[src/rtl/edge_history_monitor_if.sv]
`default_nettype none
// ============================================================================
// Module      : edge_history_monitor_if
// Description : Bus bundle between a stimulus/consumer and edge_history_monitor:
//               sampled bus, control inputs and registered sampled-value flags.
// Revision    : 1.0 - initial release
// ============================================================================
interface edge_history_monitor_if #(
    parameter int WIDTH = 4,
    parameter int DEPTH = 4,
    parameter int CNT_W = 8
);
    localparam int c_MB_W = (WIDTH > 1) ? $clog2(WIDTH) : 1;
    localparam int c_PS_W = $clog2(DEPTH);

    logic                en;
    logic [WIDTH-1:0]    din;
    logic [c_MB_W-1:0]   mon_bit;
    logic [c_PS_W-1:0]   past_sel;
    logic                clr_cnt;
    logic [WIDTH-1:0]    rose;
    logic [WIDTH-1:0]    fell;
    logic                changed;
    logic                stable;
    logic [WIDTH-1:0]    past_val;
    logic                past_valid;
    logic [CNT_W-1:0]    stable_cnt;
    logic [CNT_W-1:0]    rise_cnt;
    logic [CNT_W-1:0]    fall_cnt;

    modport master (
        output en, din, mon_bit, past_sel, clr_cnt,
        input  rose, fell, changed, stable, past_val, past_valid,
               stable_cnt, rise_cnt, fall_cnt
    );

    modport slave (
        input  en, din, mon_bit, past_sel, clr_cnt,
        output rose, fell, changed, stable, past_val, past_valid,
               stable_cnt, rise_cnt, fall_cnt
    );
endinterface
`default_nettype wire

[src/rtl/edge_history_monitor.sv]
`default_nettype none
// ============================================================================
// Module      : edge_history_monitor
// Description : Registered equivalents of $rose/$fell/$changed/$stable/$past
//               on a WIDTH-bit bus, with saturating edge and stable-run counters.
// Revision    : 1.0 - initial release
// ============================================================================
module edge_history_monitor #(
    parameter int WIDTH = 4,
    parameter int DEPTH = 4,
    parameter int CNT_W = 8
) (
    input  logic                 clk,
    input  logic                 rst,
    edge_history_monitor_if.slave bus
);
    localparam int                    c_FILL_W  = $clog2(DEPTH + 1);
    localparam logic [c_FILL_W-1:0]   c_DEPTH_F = c_FILL_W'(DEPTH);
    localparam logic [CNT_W-1:0]      c_CNT_MAX = '1;

    logic [DEPTH-1:0][WIDTH-1:0] r_hist;
    logic [DEPTH-1:0][WIDTH-1:0] w_hist_nxt;
    logic [c_FILL_W-1:0]         r_fill;
    logic [WIDTH-1:0]            r_rose;
    logic [WIDTH-1:0]            r_fell;
    logic                        r_changed;
    logic                        r_stable;
    logic [CNT_W-1:0]            r_stable_cnt;
    logic [CNT_W-1:0]            r_rise_cnt;
    logic [CNT_W-1:0]            r_fall_cnt;

    logic                        w_primed;
    logic [WIDTH-1:0]            w_rose_nxt;
    logic [WIDTH-1:0]            w_fell_nxt;
    logic                        w_same;
    logic                        w_mon_rise;
    logic                        w_mon_fell;
    logic [WIDTH-1:0]            w_past_val;
    logic                        w_past_valid;

    // Edges are only meaningful once a previous sample exists.
    assign w_primed   = (r_fill != '0);
    assign w_rose_nxt = bus.din & ~r_hist[0];
    assign w_fell_nxt = ~bus.din & r_hist[0];
    assign w_same     = (bus.din == r_hist[0]);

    generate
        for (genvar gi = 0; gi < DEPTH; gi++) begin : g_hist
            if (gi == 0) begin : g_head
                assign w_hist_nxt[gi] = bus.din;
            end else begin : g_tail
                assign w_hist_nxt[gi] = r_hist[gi-1];
            end
        end
    endgenerate

    always_comb begin
        w_mon_rise = 1'b0;
        w_mon_fell = 1'b0;
        for (int unsigned i = 0; i < WIDTH; i++) begin
            if (32'(bus.mon_bit) == i) begin
                w_mon_rise = w_rose_nxt[i];
                w_mon_fell = w_fell_nxt[i];
            end
        end
    end

    always_ff @(posedge clk) begin
        if (rst) begin
            r_hist <= '0;
            r_fill <= '0;
        end else if (bus.en) begin
            r_hist <= w_hist_nxt;
            if (r_fill != c_DEPTH_F) begin
                r_fill <= r_fill + 1'b1;
            end
        end
    end

    // Flags are single-sample pulses: anything but a primed sample clears them.
    always_ff @(posedge clk) begin
        if (rst) begin
            r_rose    <= '0;
            r_fell    <= '0;
            r_changed <= 1'b0;
            r_stable  <= 1'b0;
        end else if (bus.en && w_primed) begin
            r_rose    <= w_rose_nxt;
            r_fell    <= w_fell_nxt;
            r_changed <= ~w_same;
            r_stable  <= w_same;
        end else begin
            r_rose    <= '0;
            r_fell    <= '0;
            r_changed <= 1'b0;
            r_stable  <= 1'b0;
        end
    end

    always_ff @(posedge clk) begin
        if (rst || bus.clr_cnt) begin
            r_stable_cnt <= '0;
            r_rise_cnt   <= '0;
            r_fall_cnt   <= '0;
        end else if (bus.en && w_primed) begin
            if (!w_same) begin
                r_stable_cnt <= '0;
            end else if (r_stable_cnt != c_CNT_MAX) begin
                r_stable_cnt <= r_stable_cnt + 1'b1;
            end
            if (w_mon_rise && (r_rise_cnt != c_CNT_MAX)) begin
                r_rise_cnt <= r_rise_cnt + 1'b1;
            end
            if (w_mon_fell && (r_fall_cnt != c_CNT_MAX)) begin
                r_fall_cnt <= r_fall_cnt + 1'b1;
            end
        end
    end

    // Taps beyond DEPTH (non-power-of-2 DEPTH) match no entry and read as invalid.
    always_comb begin
        w_past_val   = '0;
        w_past_valid = 1'b0;
        for (int unsigned i = 0; i < DEPTH; i++) begin
            if ((32'(bus.past_sel) == i) && (32'(r_fill) > i)) begin
                w_past_val   = r_hist[i];
                w_past_valid = 1'b1;
            end
        end
    end

    assign bus.rose       = r_rose;
    assign bus.fell       = r_fell;
    assign bus.changed    = r_changed;
    assign bus.stable     = r_stable;
    assign bus.past_val   = w_past_val;
    assign bus.past_valid = w_past_valid;
    assign bus.stable_cnt = r_stable_cnt;
    assign bus.rise_cnt   = r_rise_cnt;
    assign bus.fall_cnt   = r_fall_cnt;

endmodule
`default_nettype wire

[src/flat_wrapper.sv]
// flat-port wrapper written by rule: the top's interface ports become plain ports
module edge_history_monitor_flat 
#(
    parameter int WIDTH = 4,
    parameter int DEPTH = 4,
    parameter int CNT_W = 8
)
  (clk, rst, bus_en, bus_din, bus_mon_bit, bus_past_sel, bus_clr_cnt, bus_rose, bus_fell, bus_changed, bus_stable, bus_past_val, bus_past_valid, bus_stable_cnt, bus_rise_cnt, bus_fall_cnt);
  edge_history_monitor_if #(.WIDTH(WIDTH), .DEPTH(DEPTH), .CNT_W(CNT_W)) bus_i ();
  input  logic clk;
  input  logic rst;
  input wire logic [$bits(bus_i.en)-1:0] bus_en;
  input wire logic [$bits(bus_i.din)-1:0] bus_din;
  input wire logic [$bits(bus_i.mon_bit)-1:0] bus_mon_bit;
  input wire logic [$bits(bus_i.past_sel)-1:0] bus_past_sel;
  input wire logic [$bits(bus_i.clr_cnt)-1:0] bus_clr_cnt;
  output wire logic [$bits(bus_i.rose)-1:0] bus_rose;
  output wire logic [$bits(bus_i.fell)-1:0] bus_fell;
  output wire logic [$bits(bus_i.changed)-1:0] bus_changed;
  output wire logic [$bits(bus_i.stable)-1:0] bus_stable;
  output wire logic [$bits(bus_i.past_val)-1:0] bus_past_val;
  output wire logic [$bits(bus_i.past_valid)-1:0] bus_past_valid;
  output wire logic [$bits(bus_i.stable_cnt)-1:0] bus_stable_cnt;
  output wire logic [$bits(bus_i.rise_cnt)-1:0] bus_rise_cnt;
  output wire logic [$bits(bus_i.fall_cnt)-1:0] bus_fall_cnt;
  assign bus_i.en = bus_en;
  assign bus_i.din = bus_din;
  assign bus_i.mon_bit = bus_mon_bit;
  assign bus_i.past_sel = bus_past_sel;
  assign bus_i.clr_cnt = bus_clr_cnt;
  assign bus_rose = bus_i.rose;
  assign bus_fell = bus_i.fell;
  assign bus_changed = bus_i.changed;
  assign bus_stable = bus_i.stable;
  assign bus_past_val = bus_i.past_val;
  assign bus_past_valid = bus_i.past_valid;
  assign bus_stable_cnt = bus_i.stable_cnt;
  assign bus_rise_cnt = bus_i.rise_cnt;
  assign bus_fall_cnt = bus_i.fall_cnt;
  edge_history_monitor #(.WIDTH(WIDTH), .DEPTH(DEPTH), .CNT_W(CNT_W)) u_core (.clk(clk), .rst(rst), .bus(bus_i));
endmodule
[config.mk]
export PLATFORM = sky130hd
export DESIGN_NAME = edge_history_monitor_flat
export DESIGN_NICKNAME = d
export VERILOG_FILES = /design/src/rtl/edge_history_monitor_if.sv /design/src/rtl/edge_history_monitor.sv /design/src/flat_wrapper.sv
export SDC_FILE = /design/constraint.sdc
export NUM_CORES = 1
export LEC_CHECK = 0
export CORE_ASPECT_RATIO = 0.9
export CORE_MARGIN = 2
export CORE_UTILIZATION = 51
export DETAILED_ROUTE_END_ITERATION = 16
export PLACE_DENSITY = 0.81
export SKIP_CTS_REPAIR_TIMING = 1
export SLEW_MARGIN = 20
export SYNTH_ARGS = -nofsm -noshare
export SYNTH_HDL_FRONTEND = slang
export SYNTH_SLANG_ARGS = --single-unit
[constraint.sdc]
create_clock -name clk -period 2.8 [get_ports clk]
set_clock_uncertainty 0.15 [all_clocks]
set_input_delay 0.28 -clock clk [delete_from_list [all_inputs] [get_ports clk]]
set_output_delay 0.28 -clock clk [all_outputs]
set_load 0.1 [all_outputs]
Yosys cells after proc, flatten, opt, wreduce, memory -nomap -nowiden
Cells that the tools add are included.
Storage, ports and cells
  register bits: 53
  bits in latches: 0
  memory bits (writable): 0
  memory bits (read-only): 0
  bits of input ports: 12
  output and inout bits: 39
  memories: 0
Cells by class
  $add $sub $neg: 4
  multipliers: 0
  div/mod/pow operators: 0
  $lt $le $gt $ge: 4
  equality and inequality tests: 12
  shift-type cells: 0
  multiplexer cells: 18
  bitwise gates (word level): 6
  reduce and logical (&&, ||, !) cells: 16
Operator list (number)
  $add 8x1->8 const B: 3
  $ne 8x8->1 const B: 3
  $mux 4: 4
  $mux 8: 2
  $mux 1: 12
  $and 4x4->4: 2
  $eq 2x2->1 const B: 4
  $not 4->4: 2
  $reduce_and 2->1: 4
  $logic_and 1x1->1: 7
  $gt 3x1->1 const B: 2
  $gt 3x2->1 const B: 2
  $eq 2x1->1 const B: 2
  $eq 4x4->1: 1
  $logic_not 2->1: 2
  $add 3x1->3 const B: 1
  $ne 3x3->1 const B: 1
  $reduce_bool 3->1: 1
  $ne 2x2->1 const B: 1
  $not 1->1: 2
  $reduce_or 2->1: 1
  $logic_or 1x1->1: 1

Depth between registers and ports, before layout
  depth after elaboration: 8
  depth in mapped cells: 8
  mapped depth without buffers: 7

Least setup slack after synthesis
No wires, ideal clock.
  kind: register -> output
  start point: reg u_core.r_fill[0]
  end point: out bus_past_val[0]
  arrival: 3514 ps
  path slack: -1144 ps
  stages on the path, launching flop included: 7
  buffers on the path: 0
  cells stage by stage: dfxtp_1 inv_1 ha_1 nand2b_1 nor3b_1 a221oi_1 o21ai_0
Between the ends
  cells in the longest elaborated chain, start to end: 6
  elaborated cells on any way between the ends: 12
Ends and longest elaborated chain
  start: declaration: RTL line edge_history_monitor.sv:23  | logic [c_FILL_W-1:0] r_fill;
  start signal: assignment: RTL line edge_history_monitor.sv:75  | r_fill <= r_fill + 1'b1;
  $gt 3x1->1: RTL line edge_history_monitor.sv:125  | if ((32'(bus.past_sel) == i) && (32'(r_fill) > i)) begin
  $logic_and 1x1->1: RTL line edge_history_monitor.sv:125
  $mux 4 (3 in series): RTL line edge_history_monitor.sv:125
  $mux 4 *: RTL line edge_history_monitor.sv:125
  end: declaration: RTL line flat_wrapper.sv:21  | output wire logic [$bits(bus_i.past_val)-1:0] bus_past_val;
Mark *: on every way between the ends. The rest lies on a longest branch, timed or not.

Worst setup path in the final report
  start point: reg u_core.r_fill[0]
  end point: out bus_past_val[3]
Same word-level chain as after synthesis.

==> results.cfg <==
[status]
outcome = completed

[power_and_ir_drop]
swShare = 0.2934
clkPwrFrac = 0.281
p_per_area_nw_per_um2 = 458.6
peakVddDrop_mv = 0.2643
switching_power_uw = 432.7
leakagePower_uw = 0.001292
power_frac_seq = 0.532
p_int_uw = 1042
pwr-share-comb = 0.187

[synthesis]
synth_area_um2 = 2577
synth.yosys.seq_area_share = 0.4117
avgSynthCellArea_um2 = 8.950
synth_cells = 288
ys_async_sr_fraction = 0
ys_types = 41
ys_ff_latch = 53
synth_warnings = 0
ys.flop_type = dfxtp_1
syn_nets = 316
synth_edf_count = 0

[die]
die_w_um = 78.94
io_pins = 51
die_height_um = 71.44
placementRows = 24
design.die.area_um2 = 5639
initial_core_util = 0.5298
core_um2 = 4865

[clock_tree]
cts_max_level = 2
clockBufferDepth = 2
clk_pin_slew_worst_paths_ns = 0.08
cts_made_buffers = 5
cts_sinks = 53
cts_root_buf = clkbuf_8
clk_latency_ns = 0.30
cts_tree = done

[sta]
min_period_ns = 2.615
slew_headroom = 0.5872
setup_viol = 0
tightest_slew_ns = 0.6128
slew_viol_final = 0
setup_ws_ns = 0.1846
rsz0062_at_grt = no
fmax_mhz = 382.4
final_hold_viol_count = 0
period_share = 0.9341

[routing]
wl_met3_um = 325
top_layer = met4
ant_nets = 0
drt-initial-drc-count = 79
drc = 0
vias = 2160
wl_met2_um = 2399
dr.pass1.iters = 4
wl_met1_um = 2520
avgRoutedWirePerCell_um = 13.12
viasPerCell = 5.307
drt-total-wl_um = 5341

[grt]
antenna_found_initial = 0
grt_use_total = 0.1977
grt_max_degree = 24
grt_pass1_vias = 1932
overflow = 0
grt_pass1_wl_um = 8935

[cells_and_area]
syn_to_final_growth_pct = 24.76
n_antenna_cell = 0
fin_cells = 407
drive_gt1_frac = 0.1930
fill_cells = 412
layout.nets = 369

[worst_setup_path]
crit_required_ns = 2.37
critical_path_class = flop to primary output
reg2regPathDepth = 6
cp-start-kind = flop
path_max_fanout = 6
rr_endpoint = u_core.bus.stable_cnt[7]
r2r_start = u_core.r_fill[0]
arrival_ns = 2.19
reg2reg_setup_slack_ns = 0.51
endpoint_kind = primary output

[placed_design]
place_ws_ns = 0.2625
dp_hpwl_um = 3997
gp_congestion = 0.8460
place_inst = 399
port_buffers = 50

[job]
maxCapViolCount = 0

[hold_path]
min_path_type = flop to flop
min_to = u_core.r_hist[14]
whs_path_depth = 2
hp-start = u_core.r_hist[14]
-- metal layers --
| layer | track usage | vias to the layer above |
|---|---|---|
| li1 | - | 1095 |
| met1 | 0.2729 | 995 |
| met2 | 0.3086 | 59 |
| met3 | 0.04660 | 11 |
| met4 | 0.06513 | 0 |
| met5 | 0 | - |
-- cell type report --
| type | instances | area, µm² | area share |
|---|---|---|---|
| Timing Repair Buffer | 53 | 488.0 | 0.1518 |
| Inverter | 16 | 60.06 | 0.01868 |
| Clock inverter | 1 | 7.507 | 0.002335 |
| Sequential cell | 53 | 1061 | 0.3300 |
| Multi-Input combinational cell | 212 | 1441 | 0.4482 |
| Tap cell | 65 | 81.33 | 0.02529 |
| Clock buffer | 7 | 76.32 | 0.02374 |
-- flip-flops by register name, summed over array words and instances, names as in the netlist --
| signal | cells |
|---|---|
| u_core.bus.rose | 4 |
| u_core.bus.fell | 4 |
| u_core.bus.stable | 1 |
| u_core.bus.fall_cnt | 8 |
| u_core.bus.changed | 1 |
| u_core.bus.stable_cnt | 8 |
| u_core.bus.rise_cnt | 8 |
| u_core.r_hist | 16 |
| u_core.r_fill | 3 |
-- placed cells by master, fill, tap and decap left out, types with 2 or more instances in the layout --
cell and instances:
a21oi_1 12, a221oi_1 4, and2_1 8, and4_1 3
buf_12 5, buf_4 37, clkbuf_1 2, clkbuf_8 5
clkdlybuf4s50_1 11, dfxtp_1 53, ha_1 16, inv_1 16
mux2_2 2, mux2i_1 17, nand2_1 18, nand2b_1 3
nand3_1 8, nand4_1 3, nor2_1 47, nor2_2 2
nor2b_1 2, nor3_1 11, nor3_2 2, nor3b_1 2
nor4_1 4, nor4_2 2, o21ai_0 8, o21ai_2 2
o22ai_1 2, or3_1 4, xnor2_1 16
-- logic make-up after synthesis --
group                      after synthesis  synth area share
muxes                                   20           0.08349
xor gates and xnor gates                16           0.05437
AOI/OAI and AO/OA                       35           0.08350
and+or+nand+nor                        125            0.2534
buffers and inverters                   23           0.03592
adders and majority gates               16           0.07767
DFF                                     53            0.4117
-- per-stage QoR --
step | hold WS (ns) | utilization | power (µW) | TNS (ns) | area [µm²]
2_1_floorplan | 0.2093 | - | 989.3 | 0 | 2590
3_3_place_gp | 0.3261 | 0.6427 | 1073 | 0 | 3127
3_5_place_dp | 0.3374 | 0.6427 | 1076 | 0 | 3127
4_1_cts | 0.3595 | 0.6600 | 1489 | -0.01966 | 3211
5_1_grt | 0.3815 | 0.6610 | 1546 | 0 | 3216
6_report | 0.3558 | 0.6610 | 1475 | 0 | 3216
-- power by group through the flow --
| stage | sequential [µW] | clock (µW) | combinational (µW) |
|---|---|---|---|
| floorplan | 832 | 0 | 158 |
| global placement | 801 | 0 | 272 |
| detailed placement | 802 | 0 | 275 |
| CTS | 784 | 429 | 276 |
| global route | 787 | 462 | 297 |
| finish | 784 | 415 | 276 |
-- synth_stat cells, types with 3 or more instances --
master | count | share of area
nand4_1 | 3 | 0.0073
nor2_1 | 49 | 0.071
and2_1 | 8 | 0.019
dfxtp_1 | 53 | 0.41
nor3_1 | 11 | 0.021
nor3b_1 | 3 | 0.0087
ha_1 | 16 | 0.078
nand2_1 | 18 | 0.026
or3_1 | 4 | 0.0097
inv_1 | 16 | 0.023
nand3_1 | 8 | 0.016
nand2b_1 | 3 | 0.0073
o21ai_0 | 10 | 0.019
and4_1 | 3 | 0.010
a221oi_1 | 4 | 0.014
xnor2_1 | 16 | 0.054
nor4_1 | 4 | 0.0097
clkbuf_1 | 3 | 0.0044
a21oi_1 | 12 | 0.023
mux2i_1 | 17 | 0.066
-- worst max-delay path, stage by stage (launching register included) --
cell      delay [ns]
dfxtp_1         0.44
inv_1           0.10
ha_1            0.23
nand2b_1        0.21
nor3b_2         0.35
a221oi_1        0.16
o21ai_2         0.21
buf_12          0.19
-- worst max-delay path by stage --
stage	startpoint	endpoint	slack, ns	cells after the start
2_1_floorplan	u_core.r_fill[0]	bus_past_val[0]	0.11	6
3_3_place_gp	u_core.r_fill[0]	bus_past_val[0]	0.34	7
3_5_place_dp	bus_din[2]	u_core.bus.stable_cnt[2]	0.26	8
4_1_cts	u_core.r_fill[0]	bus_past_val[0]	-0.01	7
5_1_grt	u_core.r_fill[1]	bus_past_val[0]	0.02	7
6_report	u_core.r_fill[0]	bus_past_val[3]	0.18	7
Note: power is estimated with default switching activity, not from simulation.
